--- config.mk ---
export PLATFORM = sky130hd
export DESIGN_NAME = clock_panel
export DESIGN_NICKNAME = d
export VERILOG_FILES = /design/src/rtl/clock_panel.sv
export SDC_FILE = /design/constraint.sdc
export NUM_CORES = 1
export LEC_CHECK = 0
export CAP_MARGIN = 20
export CORE_MARGIN = 1.5
export CORE_UTILIZATION = 35
export CTS_CLUSTER_DIAMETER = 100
export CTS_CLUSTER_SIZE = 20
export DETAILED_ROUTE_END_ITERATION = 10
export HOLD_SLACK_MARGIN = 0.02
export PLACE_DENSITY = 0.51
export REMOVE_ABC_BUFFERS = 1
export SYNTH_ARGS = -nofsm -noshare
export SYNTH_HDL_FRONTEND = slang
export SYNTH_SLANG_ARGS = --single-unit
--- constraint.sdc ---
create_clock -name clk_i -period 5.35 [get_ports clk_i]
set_clock_uncertainty 0.2 [all_clocks]
set_input_delay 1.07 -clock clk_i [delete_from_list [all_inputs] [get_ports clk_i]]
set_output_delay 1.07 -clock clk_i [all_outputs]
set_load 0.03 [all_outputs]
--- src/rtl/clock_panel.sv ---
// Front-panel button conditioner: each raw button is synchronised, debounced and
// turned into a fixed-width, gap-enforced pulse for the clock module, plus LED mirrors.

module clock_panel_lane #(
    parameter int DEBOUNCE_CYCLES = 250000,
    parameter int PULSE_CYCLES    = 12500
) (
    input  logic clk_i,
    input  logic rst_n,
    input  logic btn_i,
    input  logic accept_i,
    output logic press_o,
    output logic idle_o,
    output logic pulse_o
);
    localparam int DW = $clog2(DEBOUNCE_CYCLES + 1);
    localparam int PW = $clog2(PULSE_CYCLES + 1);

    typedef enum logic [1:0] {IDLE, HIGH, GAP} state_t;

    logic [1:0]    sync;
    logic          db, db_d;
    logic [DW-1:0] db_cnt;
    state_t        state_q, state_d;
    logic [PW-1:0] cnt_q, cnt_d;

    always_ff @(posedge clk_i or negedge rst_n) begin
        if (!rst_n) begin
            sync   <= '0;
            db     <= 1'b0;
            db_d   <= 1'b0;
            db_cnt <= '0;
        end else begin
            sync <= {sync[0], btn_i};
            db_d <= db;
            // any agreeing cycle restarts the window, so one glitch costs a full window
            if (sync[1] == db) begin
                db_cnt <= '0;
            end else if (db_cnt == DW'(DEBOUNCE_CYCLES - 1)) begin
                db     <= ~db;
                db_cnt <= '0;
            end else begin
                db_cnt <= db_cnt + DW'(1);
            end
        end
    end

    // only the debounced rising edge is a press; release is ignored
    assign press_o = db & ~db_d;

    always_ff @(posedge clk_i or negedge rst_n) begin
        if (!rst_n) begin
            state_q <= IDLE;
            cnt_q   <= '0;
        end else begin
            state_q <= state_d;
            cnt_q   <= cnt_d;
        end
    end

    always_comb begin
        state_d = state_q;
        cnt_d   = cnt_q;
        case (state_q)
            IDLE: begin
                if (accept_i) begin
                    state_d = HIGH;
                    cnt_d   = '0;
                end
            end
            HIGH, GAP: begin
                if (cnt_q == PW'(PULSE_CYCLES - 1)) begin
                    state_d = (state_q == HIGH) ? GAP : IDLE;
                    cnt_d   = '0;
                end else begin
                    cnt_d = cnt_q + PW'(1);
                end
            end
            default: state_d = IDLE;
        endcase
    end

    assign idle_o  = (state_q == IDLE);
    assign pulse_o = (state_q == HIGH);
endmodule

module clock_panel #(
    parameter int DEBOUNCE_CYCLES = 250000,
    parameter int PULSE_CYCLES    = 12500
) (
    input  logic       clk_i,
    input  logic       rst_n,
    input  logic       btn_start_stop_i,
    input  logic       btn_step_i,
    input  logic       btn_speed_i,
    output logic       clk_start_stop_o,
    output logic       clk_step_o,
    output logic       clk_speed_o,
    output logic       running_o,
    output logic [1:0] speed_idx_o
);
    localparam int NUM_BTN = 3;

    logic [NUM_BTN-1:0] btn, press, idle, pulse, accept;
    logic               acc_ss, acc_step, acc_speed;
    logic               running_q;
    logic [1:0]         speed_q;

    assign btn = {btn_speed_i, btn_step_i, btn_start_stop_i};

    clock_panel_lane #(
        .DEBOUNCE_CYCLES(DEBOUNCE_CYCLES),
        .PULSE_CYCLES   (PULSE_CYCLES)
    ) u_lane [NUM_BTN-1:0] (
        .clk_i   (clk_i),
        .rst_n   (rst_n),
        .btn_i   (btn),
        .accept_i(accept),
        .press_o (press),
        .idle_o  (idle),
        .pulse_o (pulse)
    );

    // start/stop beats step in the same cycle; step qualifies on pre-toggle run state
    assign acc_ss    = press[0] & idle[0];
    assign acc_step  = press[1] & idle[1] & ~running_q & ~acc_ss;
    assign acc_speed = press[2] & idle[2];
    assign accept    = {acc_speed, acc_step, acc_ss};

    always_ff @(posedge clk_i or negedge rst_n) begin
        if (!rst_n) begin
            running_q <= 1'b1;
            speed_q   <= 2'd0;
        end else begin
            if (acc_ss)    running_q <= ~running_q;
            if (acc_speed) speed_q   <= speed_q + 2'd1;
        end
    end

    assign clk_start_stop_o = pulse[0];
    assign clk_step_o       = pulse[1];
    assign clk_speed_o      = pulse[2];
    assign running_o        = running_q;
    assign speed_idx_o      = speed_q;
endmodule

Yosys cells after proc, flatten, opt, wreduce, memory -nomap -nowiden. Cells that the tools add are included.

Flip-flop bits (word level): 117. Bits of input ports: 5. Word-level logic and storage cells: 112.

Add/subtract/negate cells: 7. Equality and inequality tests: 21. Mux-type cells: 27. Bitwise logic cells: 19. Reductions and logical operators: 18.

Operator list (number): $mux W18 (6); $mux W14 (6); $pmux W14 S2 (3); $add A18 B1 Y18 const B (3); $eq A18 B18 Y1 const B (3); $add A14 B1 Y14 const B (3); $eq A14 B14 Y1 const B (3); $mux W2 (9); $reduce_and A2 Y1 (9); $pmux W2 S2 (3); $not A1 Y1 (11); $and A1 B1 Y1 (8); $eq A2 B1 Y1 const B (3); $eq A2 B2 Y1 const B (3); $logic_not A2 Y1 (3); $ne A2 B1 Y1 const B (3); $ne A2 B2 Y1 const B (3); $reduce_bool A2 Y1 (3); $reduce_or A2 Y1 (3); $eq A1 B1 Y1 (3); $add A2 B1 Y2 const B (1).

Depth between registers and ports, before layout. Gate-level depths: netlist (run 1).

Depth after elaboration: 7. Mapped depth: 7. Depth with buffers taken out: 6.

Hierarchy. From an unflattened synthesis (run 1), not the netlist that was laid out.

Cells, all modules: 572. Area total of the unflattened synthesis: 5885.6 µm².

Modules (own cells, without submodules): clock_panel_lane (times used 3, cells each 187, area each 1915.6 µm², sequential area each 950.9 µm²); clock_panel (times used 1, cells each 11, area each 138.9 µm², sequential area each 76.3 µm²).

Least setup slack after synthesis (run 1). No wires, ideal clock.

Kind: flip-flop to flip-flop. Start point: register u_lane[1].cnt_q[0]. End point: register u_lane[1].state_q[0]. Library setup time: 125 ps. Data arrival time: 2110 ps. Data required time: 5025 ps. Setup slack: 2915 ps. Stages on the path, launching flop included: 6. Path through: dfrtp_1 -> ha_1 -> or4b_1 -> or4_4 -> a22oi_1 -> mux2_2.

Word-level cells in the longest chain between the ends: 3.

RTL lines: start, declared (RTL line 25) `logic [PW-1:0] cnt_q, cnt_d;`; start signal, assigned (RTL line 57) `cnt_q <= cnt_d;`; $eq A14 B14 Y1 (RTL line 72) `if (cnt_q == PW'(PULSE_CYCLES - 1)) begin`; $ne A2 B1 Y1 (no source line); $reduce_and A2 Y1 (no source line); end signal, assigned (RTL line 56) `state_q <= state_d;`; end, declared (RTL line 24) `state_t state_q, state_d;`.

No other way between the ends. A chain may end at the register's enable or synchronous reset.

Worst setup path in the final report (run 1).
Start point: register u_lane[1].state_q[1]. End point: output port clk_step_o.

Word-level cells in the longest chain between the ends: 1.

RTL lines: $eq A2 B1 Y1 (RTL line 84) `assign pulse_o = (state_q == HIGH);`; end, declared (RTL line 97) `output logic clk_step_o,`.

No other way between the ends.

==> run_results.csv, run 1 <==
group,metric,value,unit
logic_synthesis,syn_area,6030,µm²
final_layout,insertedDiodeCount,0,
clock_network,clockRootBuffer,"clkbuf_16",
logic_synthesis,synth_area_leaders,"dfrtp_1 48%, xnor2_1 4.2%, nor2_1 3.8%, xor2_1 3.5%, ha_1 3.1%",
detailed_routing,drc,0,
detailed_routing,route.top_layer_used,"met4",
grt,grt_pass1_wl,20900,µm
detailed_routing,routed_wl,12000,µm
timing,max_slew_margin,0.392,
detailed_routing,first_iter_violations,184,
clock_network,cts_setup_buffers,0,
floorplanning,die_area,18000,µm²
final_layout,drive_gt1_frac,0.0949,
floorplanning,coreArea,16700,µm²
logic_synthesis,syn_avg_cell_area,10.0,µm²
grt,grt_max_degree,44,
flow_run,cap_violations,0,
final_layout,multi_input_area,2930,µm²
floorplanning,initial_core_util,0.361,
timing,setup_viol,0,
detailed_routing,wl_met2,5130,µm
logic_synthesis,synthTopCellsByCount,"116 x dfrtp_1, 61 x nor2_1, 38 x nand2_1",
critical_path,r2r-end,"u_lane[1].cnt_q[7]",
detailed_routing,drt-met1-wl,6250,µm
detailed_routing,dr.pass1.iters,4,
timing,finalHoldViolCount,0,
clock_network,clock-sinks,117,
critical_path,path_cells,"inv_1, ha_1, clkdlybuf4s50_1",
critical_path,critPathMaxFanout,3,
placement,post-place-cells,820,
logic_synthesis,synth_most_common_cell,"dfrtp_1",
floorplanning,ios,11,
logic_synthesis,synth_seq_area_share,0.485,
critical_path,required,4.08,ns
timing,worst_slew_pin_slew,0.907,ns
logic_synthesis,synth_edf_count,0,
logic_synthesis,ys_async_sr_fraction,1.00,
clock_network,cts_resized,0,
logic_synthesis,synth-seq-cells,117,
final_layout,fillerInstances,1638,
timing,finalMaxSlewViolations,0,
critical_path,start_kind,"register",
worst_hold_path,hold_path_depth,0,
placement,dp_hpwl,8120,µm
critical_path,worstReg2RegStart,"u_lane[1].state_q[0]",
timing,grt_setup_unrepaired,"false",
detailed_routing,ant_nets,0,
clock_network,cts_hold_buf,0,
power_and_ir_drop,powerDensity,301,nW/µm²
clock_network,clk_latency,0.41,ns
worst_hold_path,holdPathEnd,"u_lane[2].sync[1]",
placement,place_ws,2.61,ns
grt,antenna_found_initial,0,
floorplanning,row_count,47,
grt,grt.total_usage,0.144,
critical_path,r2r_cells,7,
grt,first_global_vias,4258,
critical_path,slowest_stage,"clkdlybuf4s50_1",
critical_path,worst-setup-path-type,"reg -> out",
logic_synthesis,syn_inst,601,
clock_network,cts_tree,"built",
critical_path,endpoint_kind,"output pin",
placement,gp_congestion,0.818,
timing,final.min_clock_period,3.01,ns
logic_synthesis,yosysTopAreaCellShare,0.481,
final_layout,nets,639,
critical_path,slowest_delay,0.67,ns
logic_synthesis,yosys_warnings,0,
detailed_routing,wl_met3,378,µm
final_layout,stdcell_count,852,
detailed_routing,viasPerCell,5.33,
final_layout,synthToLayoutAreaGrowth,16.0,%
clock_network,cts_made_buffers,17,
clock_network,clock_path_buffers,2,
placement,port_buffers,10,
run_status,outcome,"finished, final reports clean",
logic_synthesis,synth_cell_type_count,59,
power_and_ir_drop,power.total,2110,µW
floorplanning,fp.dieH,134,µm
critical_path,regToRegSetupSlack,2.59,ns
logic_synthesis,ys_dominant_reg_cell,"dfrtp_1",
timing,max_freq,332,MHz
timing,setup-tns-final,0,ns
worst_hold_path,hp-start,"u_lane[2].sync[0]",
timing,fin_ws,2.34,ns
detailed_routing,wl_per_cell,14.1,µm
critical_path,critPathArrivalTime,1.74,ns
power_and_ir_drop,ir_worst_vdd,0.000238,V
clock_network,cts_max_level,4,
detailed_routing,vias,4538,
timing,fin_crit_sh,0.562,
grt,grt_overflow,0,
worst_hold_path,hp-class,"reg -> reg",
logic_synthesis,yosysTopAreaCell,"dfrtp_1",
power_and_ir_drop,leakage,0.00280,µW
final_layout,seqCellArea,2930,µm²
floorplanning,dieWidth,134,µm
clock_network,cts.clk_slew.worst_paths,0.05,ns
## cell usage in the layout, fill, tap and decap left out, types with 3 or more instances in the layout
cell type,netlist,final
and3_1,8,8
mux2_2,7,7
dfrtp_1,116,116
o31ai_1,12,12
a211oi_1,8,8
o41ai_1,6,6
and4_1,7,7
nor3_1,8,8
a32oi_1,8,8
nor2b_1,4,4
nand3b_1,7,7
and2_1,7,7
o21ai_0,20,20
nand3_1,33,33
nand2b_1,7,7
nand4_1,19,19
or3_1,8,8
nor4_1,15,15
clkbuf_8,0,4
a31oi_1,4,4
o22ai_1,7,7
o41a_1,4,4
nor2_1,61,61
inv_1,27,27
or4_1,12,12
o41ai_2,3,3
clkinv_2,0,5
o2111ai_1,3,3
a22oi_1,4,4
buf_4,0,8
ha_1,15,15
xnor2_1,29,29
clkbuf_16,0,17
clkdlybuf4s50_1,0,9
nand2_1,38,38
a21oi_1,21,21
bufinv_16,0,3
xor2_1,24,24
## how the worst max path moves through the flow
stage / start / end / slack [ns] / depth (start not counted)
3_5_place_dp: u_lane[1].state_q[0] / u_lane[1].cnt_q[7] / 2.61 / 7
3_3_place_gp: u_lane[1].cnt_q[0] / u_lane[1].cnt_q[2] / 2.70 / 5
2_1_floorplan: u_lane[1].cnt_q[0] / u_lane[1].state_q[0] / 2.84 / 5
5_1_grt: u_lane[1].state_q[1] / clk_step_o / 2.23 / 3
4_1_cts: u_lane[1].state_q[1] / clk_step_o / 2.31 / 3
6_report: u_lane[1].state_q[1] / clk_step_o / 2.34 / 3
## state kept, by name, summed over array words and instances, names as in the netlist
name,flops
running_o,1
u_lane.state_q,6
u_lane.db_d,3
u_lane.sync,6
u_lane.db,3
speed_idx_o,2
u_lane.cnt_q,42
u_lane.db_cnt,54
## where the power goes
group / switching, µW / internal, µW / total [µW]
sequential: 7.12 / 894 / 901
combinational: 28.9 / 11.4 / 40.3
clock: 390 / 778 / 1170
total: 426 / 1680 / 2110
## worst max-delay path, delay by kind of cell (launching register included)
kind / cells / cell delay, ns
adders and majority gates: 1 / 0.18
buffers and inverters: 2 / 0.77
DFF: 1 / 0.37
## stage by stage
step	utilization	hold WS [ns]	area, µm²
floorplan	-	0.131	5960
global placement	0.382	0.143	6390
detailed placement	0.382	0.141	6390
CTS	0.419	0.156	7000
global route	0.419	0.168	7000
finish	0.419	0.151	7000
## routing by layer
layer,track usage,vias up
met2,0.205,69
met3,0.0348,18
li1,-,2251
met1,0.207,2200
met5,0,-
met4,0.0645,0
## area by class of cell
| class | count | share of cell area |
|---|---|---|
| multi-input combinational | 439 | 0.419 |
| sequential | 117 | 0.418 |
| clock buffer | 23 | 0.0697 |
| tap | 220 | 0.0393 |
| timing repair buffer | 17 | 0.0215 |
| clock inverter | 9 | 0.0177 |
| inverter | 27 | 0.0145 |
## kinds of logic after synthesis
logic type,share of synthesized area
and+or+nand+nor,0.218
DFF,0.485
AOI/OAI and AO/OA,0.137
xor gates and xnor gates,0.0769
buffers and inverters,0.0286
adders and majority gates,0.0311
muxes,0.0234
Note: power is estimated with default switching activity, not from simulation.
==> run 2, diff against run 1 <==
Settings changed: PLACE_DENSITY 0.51 to 0.53.
Clock period 5.35 ns to 2.4 ns, I/O delays scaled along.
==> run 2 against run 1 <==
Via count up 4.7%. Final cell count grew 4.3%. First-iteration DRC count increased by 73%. Core utilization up 2.0 points. Wire length grew 7.0%. Worst hold slack improved by 0.00055 ns. Die area stayed put. Sequential share of layout area down 1.9 points. Count of clock-buffer cells in the layout fell by 1.
==> run_results.csv, run 2 (same netlist as run 1, synthesis figures left out) <==
group,metric,value,unit
timing,finalHoldViolCount,0,
power_and_ir_drop,seqPwrFrac,0.430,
placement,gp_congestion,0.837,
timing,setup_viol,0,
timing,max_freq,424,MHz
power_and_ir_drop,combPwrFrac,0.022,
placement,placed_area,6680,µm²
detailed_routing,first_iter_violations,318,
power_and_ir_drop,powerDensity,636,nW/µm²
floorplanning,row_count,47,
timing,grt_setup_unrepaired,"false",
floorplanning,die_area,18000,µm²
timing,whs,0.152,ns
power_and_ir_drop,p_sw_frac,0.207,
final_layout,top_regs,"u_lane.db_cnt (54), u_lane.cnt_q (42)",
clock_network,clock_path_buffers,2,
power_and_ir_drop,ir_worst_vdd,0.000494,V
power_and_ir_drop,power.total,4670,µW
flow_run,cap_violations,0,
clock_network,clock-sinks,117,
power_and_ir_drop,leakage,0.00302,µW
final_layout,nets,676,
final_layout,stdcell_area,7340,µm²
critical_path,worst-setup-path-type,"reg -> out",
clock_network,cts.clk_slew.worst_paths,0.06,ns
clock_network,clockRootBuffer,"clkbuf_16",
floorplanning,ios,11,
grt,first_global_vias,4676,
critical_path,endpoint_kind,"output pin",
critical_path,path_cells,"clkdlybuf4s50_1",
power_and_ir_drop,internal-power,3700,µW
critical_path,slowest_delay,0.69,ns
floorplanning,initial_core_util,0.361,
run_status,outcome,"finished, final reports clean",
detailed_routing,ant_nets,0,
final_layout,multi_input_area,2950,µm²
final_layout,synthToLayoutAreaGrowth,21.6,%
floorplanning,fp.dieH,134,µm
final_layout,max_flop_register,"u_lane.db_cnt",
clock_network,cts_max_level,4,
grt,grt_pass1_wl,22800,µm
grt,grt_max_degree,41,
final_layout,fillerInstances,1607,
final_layout,largest_reg_flops,54,
timing,max_slew_margin,0.642,
power_and_ir_drop,p_sw,965,µW
timing,fin_ws,0.0424,ns
floorplanning,dieWidth,134,µm
clock_network,cts_made_buffers,17,
timing,fin_crit_sh,0.982,
timing,finalMaxSlewViolations,0,
grt,grt.total_usage,0.156,
detailed_routing,dr.pass1.iters,4,
critical_path,worst-path-stages,1,
placement,dp_hpwl,8950,µm
final_layout,final_common_cell,"dfrtp_1",
detailed_routing,viasPerCell,5.34,
clock_network,cts_setup_buffers,0,
critical_path,critPathMaxFanout,3,
timing,worst_slew_pin_slew,0.533,ns
detailed_routing,routed_wl,12800,µm
critical_path,r2r_cells,6,
grt,grt_overflow,0,
final_layout,final_cell_mix,"116 x dfrtp_1, 61 x nor2_1, 38 x nand2_1, 38 x buf_4, 33 x nand3_1",
critical_path,start_kind,"register",
floorplanning,coreArea,16700,µm²
detailed_routing,drc,0,
critical_path,critPathArrivalTime,1.68,ns
worst_hold_path,hold_path_depth,0,
final_layout,drive_gt1_frac,0.148,
detailed_routing,vias,4750,
final_layout,insertedDiodeCount,0,
power_and_ir_drop,clkPwrFrac,0.548,
final_layout,seqCellArea,2930,µm²
clock_network,cts_tree,"built",
critical_path,critical_path.top_delay_family,"buffers and inverters",
detailed_routing,wl_per_cell,14.4,µm
critical_path,required,1.72,ns
worst_hold_path,hp-class,"reg -> reg",
critical_path,path_buf_inv,1,
critical_path,slowest_stage,"clkdlybuf4s50_1",
placement,place_ws,-0.0255,ns
timing,final.min_clock_period,2.36,ns
placement,port_buffers,10,
clock_network,clk_latency,0.42,ns
grt,antenna_found_initial,0,
critical_path,regToRegSetupSlack,0.07,ns
[run 2: cell count changes in the layout (fill, tap and decap cells not counted), sizes merged]
cell           before  now
dlygate4sd3         0    1
clkdlybuf4s50       9    6
buf                 8   43
clkinv              6    7
dlygate4sd2         0    3
[run 2: metal layers]
metal | routed length (µm) | track usage | vias to the layer above
li1 | - | - | 2314
met2 | 5900 | 0.240 | 72
met1 | 6370 | 0.216 | 2348
met4 | 193 | 0.0615 | 0
met5 | 0 | 0 | -
met3 | 365 | 0.0333 | 16
[run 2: what timing repair did]
item	in CTS	in global routing
hold buffers	1	0
resized for setup	5	9
endpoints found under the setup margin	7	18
gates cloned	0	1
pin swaps	0	3
hold endpoints to repair	26	0
[run 2: final cells by class]
class / count / area share
timing repair buffer: 54 / 0.0660
clock inverter: 10 / 0.0176
tap: 220 / 0.0375
multi-input combinational: 439 / 0.403
clock buffer: 22 / 0.0633
inverter: 27 / 0.0138
sequential: 117 / 0.399
[run 2: final timing paths]
check / from / to
setup / recovery: running_o / running_o
hold / removal: u_lane[0].sync[0] / u_lane[0].sync[1]
setup reg to reg: u_lane[1].cnt_q[8] / u_lane[1].cnt_q[2]
hold reg to reg: u_lane[0].sync[0] / u_lane[0].sync[1]
max in group asynchronous: rst_n / running_o
min in group asynchronous: rst_n / u_lane[0].cnt_q[13]
[run 2: metrics by stage]
step / util / setup TNS (ns) / instances
after floorplan: - / -1.25 / 583
after global placement: 0.400 / 0 / 855
after detailed placement: 0.400 / -0.0493 / 855
after CTS: 0.436 / 0 / 888
after global routing: 0.439 / 0 / 889
final: 0.439 / 0 / 889
[run 2: power groups by stage]
stage	sequential [µW]	combinational, µW	clock [µW]
global placement	2040	104	0
floorplan	2040	33.5	0
finish	2010	102	2560
CTS	2010	107	2600
detailed placement	2040	105	0
global route	2010	118	2710
==> run 3, diff against run 2 <==
Settings changed: CORE_ASPECT_RATIO from default to 2.
==> run 3 against run 2 <==
Register-to-register slack got worse by 0.04 ns. Wire length up 5.9%. Total power is 3.7% lower. Count of clock-buffer cells in the layout is 4 higher. Clock power is 7% lower. Die area increased by 0.26%. Worst hold slack got worse by 0.0060 ns. Combinational power fell by 6%. Sequential share of layout area grew 0.85 points. Cell area down 2.1%. Critical path depth is 4 higher. Global-route usage grew 1.0 points. Largest power group unchanged. Highest routed layer unchanged.
==> run_results.csv, run 3 (same netlist as run 1, synthesis figures left out) <==
group,metric,value,unit
timing,grt_setup_unrepaired,"true",
detailed_routing,dr.pass1.iters,4,
worst_hold_path,hp-class,"reg -> reg",
placement,post-place-cells,834,
placement,place_ws,-0.000969,ns
grt,grt_max_degree,118,
timing,setup_viol,0,
clock_network,cts_tree,"built",
worst_hold_path,hp-start,"u_lane[1].sync[0]",
grt,grt_pass1_wl,23400,µm
final_layout,max_flop_register,"u_lane.db_cnt",
final_layout,largest_reg_flops,54,
critical_path,r2r_cells,5,
grt,antenna_found_initial,0,
clock_network,clock_path_buffers,2,
power_and_ir_drop,powerDensity,626,nW/µm²
timing,max_freq,421,MHz
critical_path,startpoint,"u_lane[1].cnt_q[0]",
clock_network,cts.clk_slew.worst_paths,0.05,ns
clock_network,clk_latency,0.41,ns
critical_path,critPathMaxFanout,2,
clock_network,clock-sinks,117,
floorplanning,ios,11,
floorplanning,fp.dieH,189,µm
floorplanning,row_count,67,
grt,grt_overflow,0,
clock_network,cts_made_buffers,17,
power_and_ir_drop,p_sw,929,µW
grt,grt.total_usage,0.167,
timing,fin_crit_sh,0.989,
run_status,outcome,"finished, final reports clean",
detailed_routing,first_iter_violations,211,
timing,final.min_clock_period,2.37,ns
final_layout,final_cell_mix,"116 x dfrtp_1, 61 x nor2_1, 38 x nand2_1",
placement,dp_hpwl,9490,µm
clock_network,cts_setup_buffers,0,
final_layout,final_common_cell,"dfrtp_1",
final_layout,insertedDiodeCount,0,
floorplanning,coreArea,16800,µm²
critical_path,start_kind,"register",
critical_path,critPathArrivalTime,2.46,ns
detailed_routing,wl_per_cell,15.7,µm
power_and_ir_drop,p_sw_frac,0.207,
final_layout,stdcell_count,865,
critical_path,worst-setup-path-type,"reg -> reg",
critical_path,regToRegSetupSlack,0.03,ns
detailed_routing,ant_nets,0,
timing,finalMaxSlewViolations,0,
floorplanning,initial_core_util,0.358,
floorplanning,die_area,18100,µm²
power_and_ir_drop,ir_worst_vdd,0.000455,V
clock_network,clockRootBuffer,"clkbuf_16",
final_layout,drive_gt1_frac,0.128,
critical_path,r2r-end,"u_lane[1].state_q[0]",
detailed_routing,vias,4750,
critical_path,required,2.49,ns
final_layout,fillerInstances,1579,
timing,max_slew_margin,0.521,
placement,gp_congestion,0.812,
detailed_routing,routed_wl,13600,µm
power_and_ir_drop,internal-power,3570,µW
timing,fin_ws,0.0260,ns
detailed_routing,viasPerCell,5.49,
power_and_ir_drop,combPwrFrac,0.021,
final_layout,nets,667,
timing,finalHoldViolCount,0,
worst_hold_path,hold_path_depth,0,
final_layout,synthToLayoutAreaGrowth,19.1,%
power_and_ir_drop,clkPwrFrac,0.532,
critical_path,endpoint_kind,"register",
critical_path,worstReg2RegStart,"u_lane[1].cnt_q[0]",
floorplanning,dieWidth,95.8,µm
power_and_ir_drop,seqPwrFrac,0.447,
worst_hold_path,holdPathEnd,"u_lane[1].sync[1]",
detailed_routing,drc,0,
timing,worst_slew_pin_slew,0.719,ns
final_layout,top_regs,"u_lane.db_cnt (54), u_lane.cnt_q (42)",
clock_network,cts_max_level,4,
power_and_ir_drop,leakage,0.00297,µW
placement,port_buffers,10,
flow_run,cap_violations,0,
grt,first_global_vias,4863,
## run 3: stage by stage
stage / util / setup TNS, ns / area, µm² / total power, µW / hold slack, ns
floorplan: - / -1.25 / 5960 / 2070 / -0.0156
global placement: 0.392 / 0 / 6610 / 2140 / 0.140
detailed placement: 0.392 / -0.000969 / 6610 / 2140 / 0.135
CTS: 0.426 / 0 / 7180 / 4570 / 0.146
global route: 0.426 / -0.209 / 7180 / 4660 / 0.164
finish: 0.426 / 0 / 7180 / 4490 / 0.146
## run 3: worst max-delay path by stage
| stage | end | slack, ns | cells after the start |
|---|---|---|---|
| 6_report | u_lane[1].state_q[0] | 0.03 | 5 |
| 4_1_cts | running_o | 0.02 | 1 |
| 2_1_floorplan | u_lane[1].state_q[0] | -0.11 | 5 |
| 3_3_place_gp | u_lane[1].state_q[1] | 0.02 | 5 |
| 5_1_grt | u_lane[1].cnt_q[2] | -0.04 | 7 |
| 3_5_place_dp | u_lane[1].state_q[0] | -0.001 | 5 |
## run 3: critical path, stage by stage, from the launching register on
cell and delay [ns]:
dfrtp_1 0.35, ha_1 0.17, or4b_1 0.44, or4_4 0.55
a22oi_2 0.19, mux2_2 0.36
## run 3: routing by layer
metal / track usage / part of all wire / wire length (µm)
met1: 0.173 / 0.38 / 5150
met2: 0.307 / 0.57 / 7770
met3: 0.0371 / 0.024 / 323
met4: 0.0741 / 0.025 / 337
met5: 0 / 0 / 0
## run 3: repair_timing
action | 4_1_cts | 5_1_grt
hold endpoints to repair | 108 | 0
pin swaps | 0 | 1
hold buffers | 1 | 0
resized for setup | 5 | 1
endpoints found under the setup margin | 5 | 12
## run 3: power by group through the flow
stage	Sequential [µW]	Combinational [µW]	Clock, µW
after global routing	2010	112	2530
after detailed placement	2040	99.4	0
after CTS	2010	100	2460
final	2010	95.5	2390
after global placement	2040	95.9	0
after floorplan	2040	33.5	0
## run 3: cell type report
type / instances / area [µm²] / share of cell area
timing repair buffer: 45 / 403 / 0.0561
clock buffer: 26 / 509 / 0.0709
multi-input combinational: 439 / 2940 / 0.409
sequential: 117 / 2930 / 0.408
inverter: 27 / 101 / 0.0141
clock inverter: 4 / 45.0 / 0.00627
tap: 207 / 259 / 0.0361
